==> src/rtl/fir_pkg.sv <==
// Shared types and default constants for the FIR filter control block and its
// downstream stages.
package fir_pkg;

    localparam int SAMPLE_W      = 16;
    localparam int FIR_LATENCY   = 3;
    localparam int FIR_DECIM     = 4;
    localparam int FIR_BUF_DEPTH = 8;

    typedef logic signed [SAMPLE_W-1:0] sample_t;

    // Counter width able to hold 0..n-1, never narrower than one bit.
    function automatic int cnt_width(input int n);
        return (n > 1) ? $clog2(n) : 1;
    endfunction

endpackage

==> src/rtl/fir_sync_fifo.sv <==
// Synchronous FIFO with a registered head word; a word written into an empty
// FIFO appears on o_rdata one cycle after the push edge (no fall-through).
module fir_sync_fifo
    import fir_pkg::*;
#(
    parameter int DEPTH = FIR_BUF_DEPTH
) (
    input  logic                     i_clk,
    input  logic                     i_reset,
    input  logic                     i_push,
    input  logic [SAMPLE_W-1:0]      i_wdata,
    input  logic                     i_pop,
    output logic [SAMPLE_W-1:0]      o_rdata,
    output logic                     o_empty,
    output logic                     o_accept,
    output logic [$clog2(DEPTH):0]   o_level
);

    localparam int AW = $clog2(DEPTH);
    localparam int LW = AW + 1;

    logic [SAMPLE_W-1:0] mem_q [DEPTH];
    logic [AW-1:0]       wr_ptr_q, wr_ptr_d;
    logic [AW-1:0]       rd_ptr_q, rd_ptr_d;
    logic [AW-1:0]       rd_next;
    logic [LW-1:0]       level_q, level_d;
    logic [SAMPLE_W-1:0] head_q, head_d;
    logic                empty;
    logic                full;
    logic                pop_en;
    logic                accept;

    always_comb begin
        empty   = (level_q == LW'(0));
        full    = (level_q == LW'(DEPTH));
        pop_en  = i_pop && !empty;
        // A full FIFO still takes a word when the head leaves in the same cycle.
        accept  = i_push && (!full || pop_en);
        rd_next = rd_ptr_q + AW'(1);

        wr_ptr_d = accept ? wr_ptr_q + AW'(1) : wr_ptr_q;
        rd_ptr_d = pop_en ? rd_next : rd_ptr_q;

        level_d = level_q;
        unique case ({accept, pop_en})
            2'b10:   level_d = level_q + LW'(1);
            2'b01:   level_d = level_q - LW'(1);
            default: level_d = level_q;
        endcase

        // The incoming word bypasses memory when it becomes the new head.
        head_d = head_q;
        if (accept && (empty || (pop_en && level_q == LW'(1)))) begin
            head_d = i_wdata;
        end else if (pop_en && level_q > LW'(1)) begin
            head_d = mem_q[rd_next];
        end
    end

    always_ff @(posedge i_clk) begin
        if (accept) begin
            mem_q[wr_ptr_q] <= i_wdata;
        end
    end

    always_ff @(posedge i_clk or negedge i_reset) begin
        if (!i_reset) begin
            wr_ptr_q <= '0;
            rd_ptr_q <= '0;
            level_q  <= '0;
            head_q   <= '0;
        end else begin
            wr_ptr_q <= wr_ptr_d;
            rd_ptr_q <= rd_ptr_d;
            level_q  <= level_d;
            head_q   <= head_d;
        end
    end

    assign o_rdata  = head_q;
    assign o_empty  = empty;
    assign o_accept = accept;
    assign o_level  = level_q;

endmodule

==> src/rtl/fir_decim_buffer.sv <==
// Realigns filter results to the sample strobe, decimates by DECIM and buffers
// kept results for a valid/ready consumer. Define FIR_BUF_OVF_EN for the sticky overflow flag.
module fir_decim_buffer
    import fir_pkg::*;
#(
    parameter int LATENCY = FIR_LATENCY,
    parameter int DECIM   = FIR_DECIM,
    parameter int DEPTH   = FIR_BUF_DEPTH
) (
    input  logic                   i_clk,
    input  logic                   i_reset,
    input  logic                   i_ce,
    input  logic [15:0]            i_result,
    output logic [15:0]            o_data,
    output logic                   o_valid,
    input  logic                   i_ready,
    output logic [$clog2(DEPTH):0] o_level,
    output logic                   o_overflow,
    input  logic                   i_ovf_clr
);

    localparam int DCNT_W = cnt_width(DECIM);
    localparam logic [DCNT_W-1:0] DCNT_LAST = DCNT_W'(DECIM - 1);

    logic [LATENCY-1:0] ce_pipe_q, ce_pipe_d;
    logic [DCNT_W-1:0]  dcnt_q, dcnt_d;
    logic               cap;
    logic               keep;
    logic               push_accept;
    logic               fifo_empty;
    sample_t            fifo_rdata;

    always_comb begin
        ce_pipe_d = LATENCY'({ce_pipe_q, i_ce});
        cap       = ce_pipe_q[LATENCY-1];
        keep      = cap && (dcnt_q == DCNT_LAST);

        dcnt_d = dcnt_q;
        if (cap) begin
            dcnt_d = keep ? '0 : dcnt_q + DCNT_W'(1);
        end
    end

    always_ff @(posedge i_clk or negedge i_reset) begin
        if (!i_reset) begin
            ce_pipe_q <= '0;
            dcnt_q    <= '0;
        end else begin
            ce_pipe_q <= ce_pipe_d;
            dcnt_q    <= dcnt_d;
        end
    end

    fir_sync_fifo #(
        .DEPTH (DEPTH)
    ) u_fifo (
        .i_clk    (i_clk),
        .i_reset  (i_reset),
        .i_push   (keep),
        .i_wdata  (i_result),
        .i_pop    (i_ready),
        .o_rdata  (fifo_rdata),
        .o_empty  (fifo_empty),
        .o_accept (push_accept),
        .o_level  (o_level)
    );

    assign o_data  = fifo_rdata;
    assign o_valid = !fifo_empty;

`ifdef FIR_BUF_OVF_EN
    logic ovf_q, ovf_d;

    // A drop in the same cycle as a clear request keeps the flag set.
    always_comb begin
        ovf_d = ovf_q;
        if (keep && !push_accept) begin
            ovf_d = 1'b1;
        end else if (i_ovf_clr) begin
            ovf_d = 1'b0;
        end
    end

    always_ff @(posedge i_clk or negedge i_reset) begin
        if (!i_reset) begin
            ovf_q <= 1'b0;
        end else begin
            ovf_q <= ovf_d;
        end
    end

    assign o_overflow = ovf_q;
`else
    logic unused_ovf;
    assign unused_ovf = &{1'b0, i_ovf_clr, push_accept};
    assign o_overflow = 1'b0;
`endif

endmodule

==> config.mk <==
export PLATFORM = sky130hd
export DESIGN_NAME = fir_decim_buffer
export DESIGN_NICKNAME = d
export VERILOG_FILES = /design/src/rtl/fir_pkg.sv /design/src/rtl/fir_sync_fifo.sv /design/src/rtl/fir_decim_buffer.sv
export SDC_FILE = /design/constraint.sdc
export NUM_CORES = 1
export LEC_CHECK = 0
export ABC_AREA = 1
export CAP_MARGIN = 20
export CORE_MARGIN = 1.5
export CORE_UTILIZATION = 40
export DETAILED_ROUTE_END_ITERATION = 6
export HOLD_SLACK_MARGIN = 0.03
export PLACE_DENSITY = 0.6
export SLEW_MARGIN = 0
export SYNTH_ARGS = -nofsm -noshare
export SYNTH_HDL_FRONTEND = slang
export SYNTH_SLANG_ARGS = --single-unit
==> constraint.sdc <==
create_clock -name i_clk -period 5.6 [get_ports i_clk]
set_clock_uncertainty 0.15 [all_clocks]
set_input_delay 1.12 -clock i_clk [delete_from_list [all_inputs] [get_ports i_clk]]
set_output_delay 1.12 -clock i_clk [all_outputs]
set_load 0.02 [all_outputs]
* Word level (Yosys, flattened, before mapping)
Memories as Yosys holds them, arrays and structs flattened.
Index checks and enable logic that the tools add are counted.
Widths: inputs -> output; s select.
** Cells by class
- Reduce and logical (&&, ||, !) cells :: 13
- Shift-type cells :: 0
- Order comparisons :: 1
- Muxes and demuxes :: 6
- Bitwise gates (word level) :: 0
- Divide/modulo/power cells :: 0
- Add/subtract/negate cells :: 5
- Equality and inequality tests :: 5
- Multiply operators :: 0
** Operator list (number)
- $mux 16 :: 2
- $pmux 4 s2 :: 1
- $add 3x1->3 const B :: 2
- $logic_and 1x1->1 :: 6
- $add 4x1->4 const B :: 1
- $eq 2x2->1 const B :: 2
- $eq 4x1->1 const B :: 1
- $eq 4x4->1 const B :: 1
- $gt 4x1->1 const B :: 1
- $logic_not 4->1 :: 1
- $reduce_bool 2->1 :: 2
- $sub 4x1->4 const B :: 1
- $add 2x1->2 const B :: 1
- $eq 2x1->1 const B :: 1
- $logic_not 1->1 :: 2
- $logic_or 1x1->1 :: 2
- $mux 1 :: 2
- $mux 2 :: 1
** Word-level totals
- Memories :: 1
- Bits in latches :: 0
- RAM bits :: 128
- Word-level logic and storage cells :: 37
- Output and inout bits :: 22
- Register bits :: 31
- Input bits :: 21
- Bits in read-only memories :: 0
** Memory list
- u_fifo.mem_q :: words 8, bits a word 16, read ports 1, clocked after Yosys merged registers in 0, wr ports 1, RTL line fir_sync_fifo.sv:22 : logic [SAMPLE_W-1:0] mem_q [DEPTH];

* Longest topological paths before layout
- Word-level depth :: 7
- Mapped depth :: 12
- Gate-level depth less buffers :: 12

* Modules after synthesis
A second synthesis with hierarchy kept.
** Second synthesis, totals
- Cell total of the unflattened synthesis :: 592
- Area, all modules :: 6630.1 um^2
** Modules (own cells, without submodules)
- fir_sync_fifo :: area each 6439.9 um^2, sequential area each 4494.3 um^2, times used 1, cells each 573
- fir_decim_buffer :: area each 190.2 um^2, sequential area each 125.1 um^2, times used 1, cells each 19

* Worst setup path before layout
Ideal clock, no wire load.
- Path type :: input to register
- From :: in i_ready
- To :: mem u_fifo.mem_q[4][0] (enable)
- Stages on the path :: 7
- Setup time :: 0.388 ns
- Arrival time :: 2.398 ns
- Required time :: 5.062 ns
- Path buffers :: 0
- Path slack :: 2.663 ns
- Cells stage by stage :: inv_1 > nand2_1 > nor2_4 > nor2_8 > inv_2 > or2_4 > nor2_1
** Between the ends
- Cells in the longest elaborated chain, start to end :: 5
** Ends and longest elaborated chain
- from (decl) :: RTL line fir_decim_buffer.sv:16 : input logic i_ready,
- $logic_and 1x1->1 :: RTL line fir_sync_fifo.sv:36 : pop_en = i_pop && !empty;
- $logic_or 1x1->1 :: RTL line fir_sync_fifo.sv:38 : accept = i_push && (!full || pop_en);
- $logic_and 1x1->1 :: RTL line fir_sync_fifo.sv:38
- $mux 1 :: RTL line fir_sync_fifo.sv:61 : if (accept) begin
- $mux 1 (implied by the code) :: RTL line fir_sync_fifo.sv:62 : mem_q[wr_ptr_q] <= i_wdata;
- to (decl) :: RTL line fir_sync_fifo.sv:22
No other way between the ends.

* Worst setup path in the final report
- From :: reg u_fifo.level_q[0], in the netlist u_fifo.o_level[0]
- To :: out o_valid
** Between the ends
- Cells in the longest elaborated chain, start to end :: 2
** Ends and longest elaborated chain
- from (decl) :: RTL line fir_sync_fifo.sv:26 : logic [LW-1:0] level_q, level_d;
- from (signal assigned) :: RTL line fir_sync_fifo.sv:75 : level_q <= level_d;
- $logic_not 4->1 :: RTL line fir_sync_fifo.sv:34 : empty = (level_q == LW'(0));
- $logic_not 1->1 :: RTL line fir_decim_buffer.sv:69 : assign o_valid = !fifo_empty;
- to (decl) :: RTL line fir_decim_buffer.sv:15 : output logic o_valid,
No other way between the ends.

==> report_table.html <==
<table>
<tr><th>Metric</th><th>Value</th></tr>
<tr><th colspan="2">Critical path</th></tr>
<tr><td>Endpoint of the most critical register-to-register path</td><td>u_fifo.o_rdata[14]</td></tr>
<tr><td>Worst reg2reg path startpoint</td><td>u_fifo.rd_ptr_q[0]</td></tr>
<tr><td>Buffer and inverter count on the worst path</td><td>2</td></tr>
<tr><td>Required arrival time at the worst endpoint</td><td>4.33 ns</td></tr>
<tr><td>Kind of end point of the critical path</td><td>output port</td></tr>
<tr><td>Standard cell with the maximum stage delay on the critical path</td><td>sky130_fd_sc_hd__clkdlybuf4s50_1</td></tr>
<tr><td>CP startpoint</td><td>u_fifo.o_level[0]</td></tr>
<tr><td>Sort of element at the start of the critical path</td><td>flip-flop</td></tr>
<tr><td>Count of cell instances traversed by the critical path</td><td>4</td></tr>
<tr><td>Category of the most critical setup path</td><td>reg -&gt; out</td></tr>
<tr><td>Critical path destination</td><td>o_valid</td></tr>
<tr><td>R2R Setup Slk</td><td>2.67 ns</td></tr>
<tr><td>Critical path's top delay family</td><td>buffers and inverters</td></tr>
<tr><td>Delay of the slowest cell on the worst path</td><td>approximately 0.6 ns</td></tr>
<tr><td>Crit path arrival time</td><td>just under 2 ns</td></tr>
<tr><td>Worst path cell trace</td><td>inv_1 -&gt; ha_1 -&gt; nand2_4 -&gt; clkdlybuf4s50_1</td></tr>
<tr><td>Worst-path fanout max</td><td>6</td></tr>
<tr><td>Number of cells traversed by the worst register-to-register path</td><td>8</td></tr>
<tr><th colspan="2">Floorplan</th></tr>
<tr><td>Die outline area</td><td>17300 um^2</td></tr>
<tr><td>Count of boundary I/O pins</td><td>43</td></tr>
<tr><td>Placement Rows</td><td>between 40 and 50</td></tr>
<tr><td>Core Area</td><td>16000 um^2</td></tr>
<tr><td>Die X-Extent</td><td>between 100 and 150 um</td></tr>
<tr><td>Initial standard-cell utilization of the core</td><td>41.4%</td></tr>
<tr><td>Die Height</td><td>between 100 and 150 um</td></tr>
<tr><th colspan="2">STA</th></tr>
<tr><td>Setup tns final</td><td>0 ns</td></tr>
<tr><td>Worst slew pin tran</td><td>1.03 ns</td></tr>
<tr><td>Number of hold violations in the final report</td><td>0</td></tr>
<tr><td>Final critical-path share of the clock period</td><td>57.4%</td></tr>
<tr><td>Final critical delay including setup and external delays</td><td>3.21 ns</td></tr>
<tr><td>RSZ-0062 raised after global routing</td><td>no</td></tr>
<tr><td>Relative slew slack</td><td>31.2%</td></tr>
<tr><td>Final Setup Violations</td><td>0</td></tr>
<tr><td>Highest clock rate</td><td>0.311 GHz</td></tr>
<tr><td>Slew Limit Fails</td><td>0</td></tr>
<tr><th colspan="2">Layout</th></tr>
<tr><td>Number of cells in the finished layout apart from fillers</td><td>849</td></tr>
<tr><td>Count of filler cells inserted in the layout</td><td>1489</td></tr>
<tr><td>Synth-to-Final Area Change</td><td>17.9%</td></tr>
<tr><td>Antenna diode instance count</td><td>0</td></tr>
<tr><td>Fraction of final layout cells sized beyond drive strength 1</td><td>8.69%</td></tr>
<tr><td>Net count of the finished layout</td><td>648</td></tr>
<tr><th colspan="2">Outcome</th></tr>
<tr><td>Run status</td><td>finished clean</td></tr>
<tr><th colspan="2">CTS</th></tr>
<tr><td>Post-CTS repair timing setup buffer count</td><td>0</td></tr>
<tr><td>PostCTS Resize Cnt</td><td>0</td></tr>
<tr><td>H-tree depth</td><td>4</td></tr>
<tr><td>TritonCTS Sinks</td><td>159</td></tr>
<tr><td>Clock transition at the register clock pins on the worst setup and hold paths after CTS</td><td>about 0.06 ns</td></tr>
<tr><td>Largest buffer count on any clock path</td><td>2</td></tr>
<tr><td>Insertion delay to the later sink of the worst-skew pair</td><td>~0.42 ns</td></tr>
<tr><td>Total CTS buffers</td><td>17</td></tr>
<tr><td>Clock tree from TritonCTS</td><td>yes</td></tr>
<tr><td>CTS Hold Buffers Added</td><td>0</td></tr>
<tr><td>Root buf cell</td><td>sky130_fd_sc_hd__clkbuf_16</td></tr>
<tr><th colspan="2">Place</th></tr>
<tr><td>Number of I/O port buffers</td><td>40</td></tr>
<tr><td>Gp weighted congestion</td><td>0.775</td></tr>
<tr><td>Sum of net half-perimeters after detailed placement</td><td>8690 um</td></tr>
<tr><td>Post-Place Cells</td><td>817</td></tr>
<tr><th colspan="2">Routing</th></tr>
<tr><td>Antenna Nets Post-Route</td><td>0</td></tr>
<tr><td>Total via count in the routed design</td><td>around 4.3k</td></tr>
<tr><td>Drt via density</td><td>approximately 5.1</td></tr>
<tr><td>Number of remaining DRC errors</td><td>0</td></tr>
<tr><td>WL final</td><td>14800 um</td></tr>
<tr><td>Iteration-0 DRC Markers</td><td>349</td></tr>
<tr><td>1st-pass router iterations</td><td>4</td></tr>
<tr><td>Wire per inst</td><td>17.4 um</td></tr>
<tr><th colspan="2">GRT</th></tr>
<tr><td>Met1 global-route usage</td><td>22.6%</td></tr>
<tr><td>M2 GR Usage</td><td>31.5%</td></tr>
<tr><td>Overall routing resource usage</td><td>~18%</td></tr>
<tr><td>Via count of the first global-routing pass</td><td>4392</td></tr>
<tr><td>Wire length of the first global-routing pass</td><td>~24000 um</td></tr>
<tr><td>Antenna violations before repair</td><td>0</td></tr>
<tr><td>Global-route layer with the greatest usage</td><td>met2</td></tr>
<tr><td>Total gr overflow</td><td>0</td></tr>
<tr><td>Global routing met3 resource utilization</td><td>4.63%</td></tr>
<tr><td>Pin count of the biggest net entering global routing</td><td>66</td></tr>
<tr><th colspan="2">Yosys</th></tr>
<tr><td>Syn Nets</td><td>between 600 and 700</td></tr>
<tr><td>Main area contributors after synthesis</td><td>sky130_fd_sc_hd__edfxtp_1 (58%), sky130_fd_sc_hd__dfrtp_1 (12%), sky130_fd_sc_hd__nand3_1 (6.7%), sky130_fd_sc_hd__nand2_1 (6.3%), sky130_fd_sc_hd__nor2_1 (5.3%)</td></tr>
<tr><td>Average size of a mapped cell</td><td>11.5 um^2</td></tr>
<tr><td>Post-synthesis sequential element count</td><td>approximately 160</td></tr>
<tr><td>Asr flop ratio synth</td><td>19.5%</td></tr>
<tr><td>Synthesized netlist cell count</td><td>577</td></tr>
<tr><td>Count of flip-flops with a built-in enable after synthesis</td><td>about 130</td></tr>
<tr><td>Cell Area, Synth</td><td>6620 um^2</td></tr>
<tr><td>Synth warnings</td><td>0</td></tr>
<tr><td>Count of cell types in the netlist</td><td>31</td></tr>
<tr><td>Dominant cell type by area after synthesis</td><td>sky130_fd_sc_hd__edfxtp_1</td></tr>
<tr><td>Share of Yosys cell area claimed by the top area cell type</td><td>58.0%</td></tr>
<tr><td>Most used flip-flop cell after synthesis</td><td>sky130_fd_sc_hd__edfxtp_1</td></tr>
<tr><td>Portion of the post-synthesis area used by sequential elements</td><td>69.8%</td></tr>
<tr><th colspan="2">Run</th></tr>
<tr><td>Number of violations of the max-capacitance limit</td><td>0</td></tr>
<tr><th colspan="2">Power and ir drop</th></tr>
<tr><td>Worst IR drop on VDD</td><td>0.330 mV</td></tr>
<tr><td>LEAKAGE</td><td>approximately 2.9 nW</td></tr>
<tr><td>Power per cell area</td><td>550 nW/um^2</td></tr>
<tr><th colspan="2">Hold path</th></tr>
<tr><td>HP Class</td><td>reg -&gt; reg</td></tr>
</table>
## final cells by class
class / count / area [um^2] / share of cell area (%)
tap: 216 / 270 / 3.46
clock buffer: 25 / 475 / 6.09
clock inverter: 7 / 110 / 1.41
sequential: 159 / 4620 / 59.2
timing repair buffer: 51 / 483 / 6.19
multi-input combinational: 373 / 1770 / 22.7
inverter: 18 / 75.1 / 0.962
## cell usage in the layout, fill, tap and decap left out
| master | count |
|---|---|
| sky130_fd_sc_hd__o22ai_1 | 2 |
| sky130_fd_sc_hd__bufinv_16 | 3 |
| sky130_fd_sc_hd__nand2_1 | 111 |
| sky130_fd_sc_hd__nand2_2 | 4 |
| sky130_fd_sc_hd__o21ai_0 | 48 |
| sky130_fd_sc_hd__nand3b_1 | 2 |
| sky130_fd_sc_hd__nor2_8 | 2 |
| sky130_fd_sc_hd__clkbuf_8 | 2 |
| sky130_fd_sc_hd__mux2_2 | 1 |
| sky130_fd_sc_hd__dfrtp_2 | 1 |
| sky130_fd_sc_hd__nor2_1 | 94 |
| sky130_fd_sc_hd__nor2_2 | 1 |
| sky130_fd_sc_hd__nand2_4 | 3 |
| sky130_fd_sc_hd__xor2_1 | 4 |
| sky130_fd_sc_hd__inv_6 | 1 |
| sky130_fd_sc_hd__clkinvlp_4 | 1 |
| sky130_fd_sc_hd__clkinv_2 | 1 |
| sky130_fd_sc_hd__dfrtp_1 | 30 |
| sky130_fd_sc_hd__inv_2 | 3 |
| sky130_fd_sc_hd__xnor2_1 | 2 |
| sky130_fd_sc_hd__nor2_4 | 1 |
| sky130_fd_sc_hd__inv_4 | 1 |
| sky130_fd_sc_hd__clkbuf_16 | 17 |
| sky130_fd_sc_hd__ha_1 | 7 |
| sky130_fd_sc_hd__conb_1 | 1 |
| sky130_fd_sc_hd__nand3_1 | 88 |
| sky130_fd_sc_hd__edfxtp_1 | 128 |
| sky130_fd_sc_hd__buf_4 | 11 |
| sky130_fd_sc_hd__clkinv_1 | 3 |
| sky130_fd_sc_hd__clkdlybuf4s50_1 | 40 |
| sky130_fd_sc_hd__nor3b_2 | 1 |
| sky130_fd_sc_hd__inv_1 | 12 |
| sky130_fd_sc_hd__clkbuf_1 | 6 |
| sky130_fd_sc_hd__or2_4 | 1 |
## synth_stat cells, types with 2 or more instances
master / count
sky130_fd_sc_hd__nor2_1: 94
sky130_fd_sc_hd__nand2_1: 111
sky130_fd_sc_hd__o22ai_1: 2
sky130_fd_sc_hd__xnor2_1: 2
sky130_fd_sc_hd__o21ai_0: 48
sky130_fd_sc_hd__nand2_2: 4
sky130_fd_sc_hd__edfxtp_1: 128
sky130_fd_sc_hd__buf_2: 14
sky130_fd_sc_hd__xor2_1: 4
sky130_fd_sc_hd__inv_2: 3
sky130_fd_sc_hd__nand3_1: 88
sky130_fd_sc_hd__buf_6: 2
sky130_fd_sc_hd__inv_1: 12
sky130_fd_sc_hd__nand3b_1: 2
sky130_fd_sc_hd__ha_1: 7
sky130_fd_sc_hd__dfrtp_1: 31
sky130_fd_sc_hd__clkbuf_1: 7
sky130_fd_sc_hd__buf_4: 2
sky130_fd_sc_hd__nand2_4: 3
sky130_fd_sc_hd__nor2_8: 2
## cells by family (layout without fill, tap and decap cells)
group / count (synthesis) / count (layout) / synth area share (%)
and+or+nand+nor: 308 / 308 / 20.6
DFF: 159 / 159 / 69.8
AOI/OAI and AO/OA: 50 / 50 / 3.82
buffers and inverters: 45 / 101 / 3.51
adders and majority gates: 7 / 7 / 1.32
xor gates and xnor gates: 6 / 6 / 0.793
other: 1 / 1 / 0.0566
muxes: 1 / 1 / 0.170
## state kept, by name, indices dropped and copies added (netlist names)
signal           flops
ce_pipe_q            3
dcnt_q               2
u_fifo.mem_q       128
u_fifo.o_level       4
u_fifo.o_rdata      16
u_fifo.rd_ptr_q      3
u_fifo.wr_ptr_q      3
## metal layers
metal,share of wire [%],vias up
li1,-,2068
met5,0,-
met4,1.9,0
met3,4.3,16
met1,43,2089
met2,51,119
## per-stage QoR
| stage | util, % | power [mW] | setup WS [ns] | cell area (um^2) | hold WS, ns |
|---|---|---|---|---|---|
| floorplan | - | 2.67 | 2.66 | 6620 | 0.181 |
| global placement | 45.1 | 3.16 | 2.14 | 7220 | 0.182 |
| detailed placement | 45.1 | 3.19 | 2.10 | 7220 | 0.191 |
| CTS | 48.8 | 4.34 | 2.36 | 7800 | 0.205 |
| global route | 48.8 | 4.59 | 2.28 | 7800 | 0.216 |
| finish | 48.8 | 4.30 | 2.39 | 7800 | 0.200 |
## power by group
group	internal (mW)	switching, mW
logic	0.564	1.06
registers	1.43	0.0958
clock network	0.722	0.424
total	2.71	1.58
## worst min path at each step
stage | from | end | slack, ns | cells past startpoint
finish | ce_pipe_q[1] | ce_pipe_q[2] | 0.20 | 0
global route | ce_pipe_q[1] | ce_pipe_q[2] | 0.22 | 0
CTS | ce_pipe_q[0] | ce_pipe_q[1] | 0.20 | 0
detailed placement | ce_pipe_q[0] | ce_pipe_q[1] | 0.19 | 0
global placement | ce_pipe_q[1] | ce_pipe_q[2] | 0.18 | 0
floorplan | ce_pipe_q[0] | ce_pipe_q[1] | 0.18 | 0
(Power assumes the default switching activity.)
